--- src/rtl/edge_det_pkg.sv ---
// Shared mode encoding and sizing helpers for the multi-channel edge detector.
package edge_det_pkg;

   // Per-channel edge selection; bit 0 enables rising edges, bit 1 falling edges.
   typedef enum logic [1:0] {
      MODE_OFF  = 2'b00,
      MODE_RISE = 2'b01,
      MODE_FALL = 2'b10,
      MODE_BOTH = 2'b11
   } mode_e;

   // Width of a counter that must hold values up to 'cycles' (never narrower than 1 bit).
   function automatic int cnt_width(input int cycles);
      int w;
      w = $clog2(cycles + 1);
      return (w < 1) ? 1 : w;
   endfunction

endpackage

--- src/rtl/edge_det_chan.sv ---
// One detector channel: input synchroniser, glitch filter, mode match and event pulse.
module edge_det_chan
   import edge_det_pkg::*;
#(
   parameter int SYNC_STAGES   = 2,
   parameter int FILTER_CYCLES = 4
) (
   input  logic       clk,
   input  logic       reset,
   input  logic       a,
   input  logic [1:0] mode,
   output logic       exp_next,
   output logic       exp_out,
   output logic       level_out
);

   localparam int            CW       = cnt_width(FILTER_CYCLES);
   localparam logic [CW-1:0] CNT_LAST = CW'(FILTER_CYCLES - 1);

   logic [SYNC_STAGES-1:0] sync_q;
   logic                   s;
   logic [CW-1:0]          cnt;
   logic                   accept;
   mode_e                  mode_sel;

   assign s = sync_q[SYNC_STAGES-1];

   // Synchroniser chain: stage 0 samples the raw pin, the last stage feeds the filter.
   always_ff @(posedge clk) begin
      // NOTE: sequential state uses non-blocking assignments so every flop samples pre-edge values.
      if (reset) begin
         sync_q <= '0;
      end else begin
         sync_q[0] <= a;
         for (int k = 1; k < SYNC_STAGES; k++) begin
            sync_q[k] <= sync_q[k-1];
         end
      end
   end

   // Edge acceptance and mode match, evaluated on the current filter state.
   always_comb begin
      // NOTE: every always_comb output gets a default first so no path can infer a latch.
      exp_next = 1'b0;
      mode_sel = mode_e'(mode);
      accept   = (s != level_out) && (cnt == CNT_LAST);
      if (accept) begin
         case (mode_sel)
            MODE_RISE: exp_next = s;
            MODE_FALL: exp_next = ~s;
            MODE_BOTH: exp_next = 1'b1;
            default:   exp_next = 1'b0;
         endcase
      end
   end

   // Glitch filter: a changed level must persist FILTER_CYCLES samples before it is adopted.
   always_ff @(posedge clk) begin
      if (reset) begin
         cnt       <= '0;
         level_out <= 1'b0;
         exp_out   <= 1'b0;
      end else begin
         exp_out <= exp_next;
         if (s == level_out) begin
            cnt <= '0;
         end else if (cnt == CNT_LAST) begin
            level_out <= s;
            cnt       <= '0;
         end else begin
            cnt <= cnt + CW'(1);
         end
      end
   end

endmodule

--- src/rtl/edge_detector_multi.sv ---
// Multi-channel edge detector: per-channel detectors plus sticky pending flags and irq.
module edge_detector_multi
   import edge_det_pkg::*;
#(
   parameter int WIDTH         = 8,
   parameter int SYNC_STAGES   = 2,
   parameter int FILTER_CYCLES = 4
) (
   input  logic               clk,
   input  logic               reset,
   input  logic [WIDTH-1:0]   a,
   input  logic [2*WIDTH-1:0] mode,
   input  logic [WIDTH-1:0]   clr,
   output logic [WIDTH-1:0]   exp_out,
   output logic [WIDTH-1:0]   level_out,
   output logic [WIDTH-1:0]   pending,
   output logic               irq
);

   logic [WIDTH-1:0] exp_next;

   for (genvar i = 0; i < WIDTH; i++) begin : g_chan
      edge_det_chan #(
         .SYNC_STAGES  (SYNC_STAGES),
         .FILTER_CYCLES(FILTER_CYCLES)
      ) u_chan (
         .clk      (clk),
         .reset    (reset),
         .a        (a[i]),
         .mode     (mode[2*i +: 2]),
         .exp_next (exp_next[i]),
         .exp_out  (exp_out[i]),
         .level_out(level_out[i])
      );
   end

   // Sticky pending flags: a new event sets the flag on the same edge as its pulse and wins over clear.
   always_ff @(posedge clk) begin
      if (reset) begin
         pending <= '0;
      end else begin
         pending <= (pending & ~clr) | exp_next;
      end
   end

   assign irq = |pending;

endmodule

--- config.mk ---
export PLATFORM = sky130hd
export DESIGN_NAME = edge_detector_multi
export DESIGN_NICKNAME = d
export VERILOG_FILES = /design/src/rtl/edge_det_pkg.sv /design/src/rtl/edge_det_chan.sv /design/src/rtl/edge_detector_multi.sv
export SDC_FILE = /design/constraint.sdc
export NUM_CORES = 1
export LEC_CHECK = 0
export BUFFER_PORTS_ARGS = -buffer_cell sky130_fd_sc_hd__buf_2
export CORE_ASPECT_RATIO = 1.75
export CORE_MARGIN = 5
export CORE_UTILIZATION = 53
export DETAILED_ROUTE_END_ITERATION = 7
export PLACE_DENSITY = 0.9
export SLEW_MARGIN = 5
export SYNTH_ARGS = -nofsm -noshare
export SYNTH_HDL_FRONTEND = slang
export SYNTH_SLANG_ARGS = --single-unit
--- constraint.sdc ---
create_clock -name clk -period 2.05 [get_ports clk]
set_clock_uncertainty 0.2 [all_clocks]
set_input_delay 0.205 -clock clk [delete_from_list [all_inputs] [get_ports clk]]
set_output_delay 0.205 -clock clk [all_outputs]
set_load 0.03 [all_outputs]
### Word-level counts from Yosys, hierarchy flattened

Cells that the tools add are included.

| storage, ports and cells | value |
|---|---|
| latch bits | 0 |
| memory bits (writable) | 0 |
| memories | 0 |
| memory bits (read-only) | 0 |
| output and inout port bits | 25 |
| logic and storage cells | 149 |
| register bits after elaboration | 64 |

| operators by class | value |
|---|---|
| reductions and logical operators | 25 |
| multipliers | 0 |
| shift operators | 0 |
| div/mod/pow operators | 0 |
| mux-type cells | 16 |
| add/sub/neg operators | 8 |
| order comparisons | 0 |
| bitwise gates (word level) | 19 |
| equal/unequal tests | 48 |

Operators by type and width:

| operator | count |
|---|---|
| $eq 2x2->1 const B | 16 |
| $add 3x1->3 const B | 8 |
| $eq 3x2->1 const B | 8 |
| $pmux 1 s3 | 8 |
| $reduce_or 3->1 | 8 |
| $eq 2x1->1 const B | 8 |
| $not 1->1 | 16 |
| $reduce_and 2->1 | 8 |
| $and 8x8->8 | 1 |
| $eq 1x1->1 | 8 |
| $logic_and 1x1->1 | 8 |
| $mux 1 | 8 |
| $ne 1x1->1 | 8 |
| $not 8->8 | 1 |
| $or 8x8->8 | 1 |
| $reduce_or 8->1 | 1 |

### Longest topological paths before layout

| logic depth | value |
|---|---|
| depth in word-level cells | 4 |
| gate-level depth with buffers | 5 |
| depth with buffers taken out | 5 |

### Cells and area by module

From an unflattened synthesis, not the netlist that was laid out.

| second synthesis, totals | value |
|---|---|
| cell total of the unflattened synthesis | 212 |
| area, all modules | 2,363.5 sq um |

By module, submodules not included:

| module | seq. area each (sq um) | cells an instance | times used | area an instance (sq um) |
|---|---|---|---|---|
| edge_det_chan | 140.1 | 22 | 8 | 257.7 |
| edge_detector_multi | 160.2 | 36 | 1 | 301.5 |

### Worst setup path before layout

OpenSTA, ideal clock, no wires.

| timing path | value |
|---|---|
| path kind | reg2reg |
| start | register g_chan[0].u_chan.cnt[0] |
| end | register g_chan[0].u_chan.cnt[0] |
| buffers on the path | 0 |
| arrival time | 1.175 ns |
| cell stages (with the launch flop) | 5 |
| path slack | 0.613 ns |
| cells stage by stage | dfxtp_1 -> ha_1 -> ha_1 -> or3_4 -> nor2_2 |

| between the ends | value |
|---|---|
| word-level cells in the longest chain between the ends | 2 |

Ends and longest elaborated chain:

| item | RTL line | text |
|---|---|---|
| from (decl) | edge_det_chan.sv:22 | `logic [CW-1:0] cnt;` |
| from (signal assigned) | edge_det_chan.sv:71 | `cnt <= cnt + CW'(1);` |
| branches (longest 2 deep; another with $add 3x1->3) | -- |  |

Several ways; the timed one is not identified.
A chain may end at the register's enable or synchronous reset.

==> run metrics <==
status=finished clean; final RePlAce weighted congestion=0.696; Clock Sinks=64; critical path arrival=2060 ps; Fillers=345; most common cell after layout, fill and taps aside=dfxtp_1; Setup WS post-layout=65.5 ps; drt wl/cell=12.3 µm; maxcap violations=0; ANT cells=0; cells after synthesis=240; Register Area=1280 µm²; max incr delay on CP=580 ps; CP max FO=12; # IOs=59; DP HPWL=3.32 mm; Initial Utilization=54.1%; largest net degree at the start of global routing=21; worst skew pair latency=340 ps; total track usage=16.6%; final instance area=3270 µm²; Critical Path Most Common Cell=dlygate4sd3_1; max-slew violation count=0; Tot Pwr=0.00231 W; buffers added on ports=58; FF-to-FF path depth=5; clk root buf=clkbuf_8; share of cells above drive strength 1=32.2%; static leakage=1.46 nW; placed inst area=2770 µm²; PD cells=708 nW/µm²; R2R Setup Slk=160 ps; cts-stage hold buffer count=33; FMAX=504 MHz; reg2reg start=g_chan[3].u_chan.cnt[0]; setup violators final=0; TritonCTS clock tree=built; critical hold path startpoint=mode[10]; post-CTS setup buffer count=0; Pre-antenna DRT Iters=4; Core ar.=4670 µm²; number of antenna violations at the first check in global routing=0; VDD IR-drop max=0.000842 V; crit path launch type=input pin; syn_nets=290; placed cell count=332; RSZ-0062 raised after global routing=false; CP endpoint kind=flop; vias=1807; Layout area overhead=29.4%; Hold Path Depth=4; actual slew at the worst max-slew pin=293 ps; Clock Pin Slew Worst Setup and Hold Paths=70 ps; commonest cells after routing, fill and taps aside=dfxtp_1 (64), buf_2 (58), dlygate4sd3_1 (33); first-pass GRT wire length=8.14 mm; die height=101 µm; Seq/Total Area, Yosys=50.8%; Avg Vias per Cell=4.74; Die W=62.2 µm; Max Buffers Root-to-Sink=2; Ys Warns=0; antenna-violating nets left=0; CP required=2130 ps; critical path, cell by cell=dlygate4sd3_1 -> buf_2 -> buf_4 -> nand2b_1 -> a21oi_1 -> dlygate4sd3_1; area occupied by multi-input gates=1040 µm²; DIE AREA=6300 µm²; crit share post-route=96.8%; Setup WS pre-CTS=530 ps; worst hold-check path type=in2reg; Post-Layout Cell Count=381; RR Endpoint=g_chan[3].u_chan.exp_out; number of synthesized register bits=64; CP max-delay cell=dlygate4sd3_1; Num CTS Buffers=9; Final Hold Viols=0; Synth Cell Area=2520 µm²; setup TNS=0 ps; number of global-route vias before repair=1865; Tmin final=1980 ps; htree depth=3; library cells used by synthesis=17; Residual DRC=0; crit path kind=in2reg; Synth Area per Inst=10.5 µm²; Worst slew margin=80.4%; DR iter-0 viols=39; row count=33; post-layout net count=374; worst hold endpoint=pending[5]; final wirelength=4.70 mm; Remaining Overflow, GRT=0; post-CTS sizing=0
-- stage by stage --
| step | util (%) | hold slack, ps |
|---|---|---|
| floorplan | - | 133 |
| global placement | 59.3 | 215 |
| detailed placement | 59.3 | 217 |
| CTS | 70.0 | 77.8 |
| global route | 70.0 | 102 |
| finish | 70.0 | 93.5 |
-- critical path: cells and delay by family --
family | cells | cell delay, ps
buffers and inverters | 4 | 1510
AO/OA/AOI/OAI | 1 | 200
AND/OR/NAND/NOR | 1 | 150
-- layout make-up --
type,count,area share (%)
tap,52,1.99
inverter,16,1.84
clock buffer,13,4.56
clock inverter,3,0.536
sequential,64,39.2
multi-input combinational,139,31.8
timing repair buffer,94,20.1
-- cells in the mapped netlist --
cell type | instances | share of area, %
a21oi_1 | 8 | 1.6
nor2_1 | 16 | 2.4
a21o_1 | 8 | 2.4
nor2_2 | 24 | 5.9
buf_2 | 5 | 0.99
inv_1 | 16 | 2.4
ha_1 | 16 | 7.9
dfxtp_1 | 64 | 51
nand2_1 | 1 | 0.15
nand3b_1 | 16 | 4.8
nor4_1 | 2 | 0.50
mux2i_1 | 8 | 3.2
nand2b_1 | 8 | 2.0
or3_4 | 8 | 3.6
xnor2_1 | 8 | 2.8
nor2b_1 | 16 | 4.0
buf_4 | 16 | 4.8
-- cell families after synthesis --
logic type                 Yosys count  synth area share, %
and+or+nand+nor                     91                 23.3
DFF                                 64                 50.8
buffers and inverters               37                 8.13
AOI/OAI and AO/OA                   16                 3.97
adders and majority gates           16                 7.93
xor gates and xnor gates             8                 2.78
muxes                                8                 3.17
-- flip-flops by register name, indices dropped and copies added, names as in the netlist --
signal	cells
g_chan.u_chan.sync_q	16
g_chan.u_chan.cnt	24
g_chan.u_chan.level_out	8
g_chan.u_chan.exp_out	8
pending	8
-- per-layer routing --
layer | wire length [µm] | global-route usage (%) | vias up
li1 | - | - | 925
met1 | 1760 | 16.3 | 827
met2 | 2570 | 29.6 | 47
met3 | 273 | 6.44 | 8
met4 | 98 | 9.02 | 0
met5 | 0 | 0 | -
-- worst max-delay path by stage --
stage / cells after the start / to / start
final: 6 / g_chan[1].u_chan.exp_out / reset
after detailed placement: 4 / g_chan[5].u_chan.cnt[1] / g_chan[5].u_chan.cnt[0]
after global routing: 6 / g_chan[1].u_chan.exp_out / reset
after CTS: 6 / g_chan[1].u_chan.exp_out / reset
after global placement: 4 / g_chan[5].u_chan.cnt[0] / g_chan[5].u_chan.cnt[0]
after floorplan: 4 / g_chan[0].u_chan.cnt[0] / g_chan[0].u_chan.cnt[0]
-- where the power goes --
part | leakage (nW) | internal [W] | total (W) | switching, W
logic | 0.860 | 0.0000860 | 0.000132 | 0.0000461
registers | 0.519 | 0.00126 | 0.00128 | 0.0000121
clock network | 0.0834 | 0.000468 | 0.000906 | 0.000437
total | 1.46 | 0.00182 | 0.00231 | 0.000495
Power figures use the tool's default switching activity.
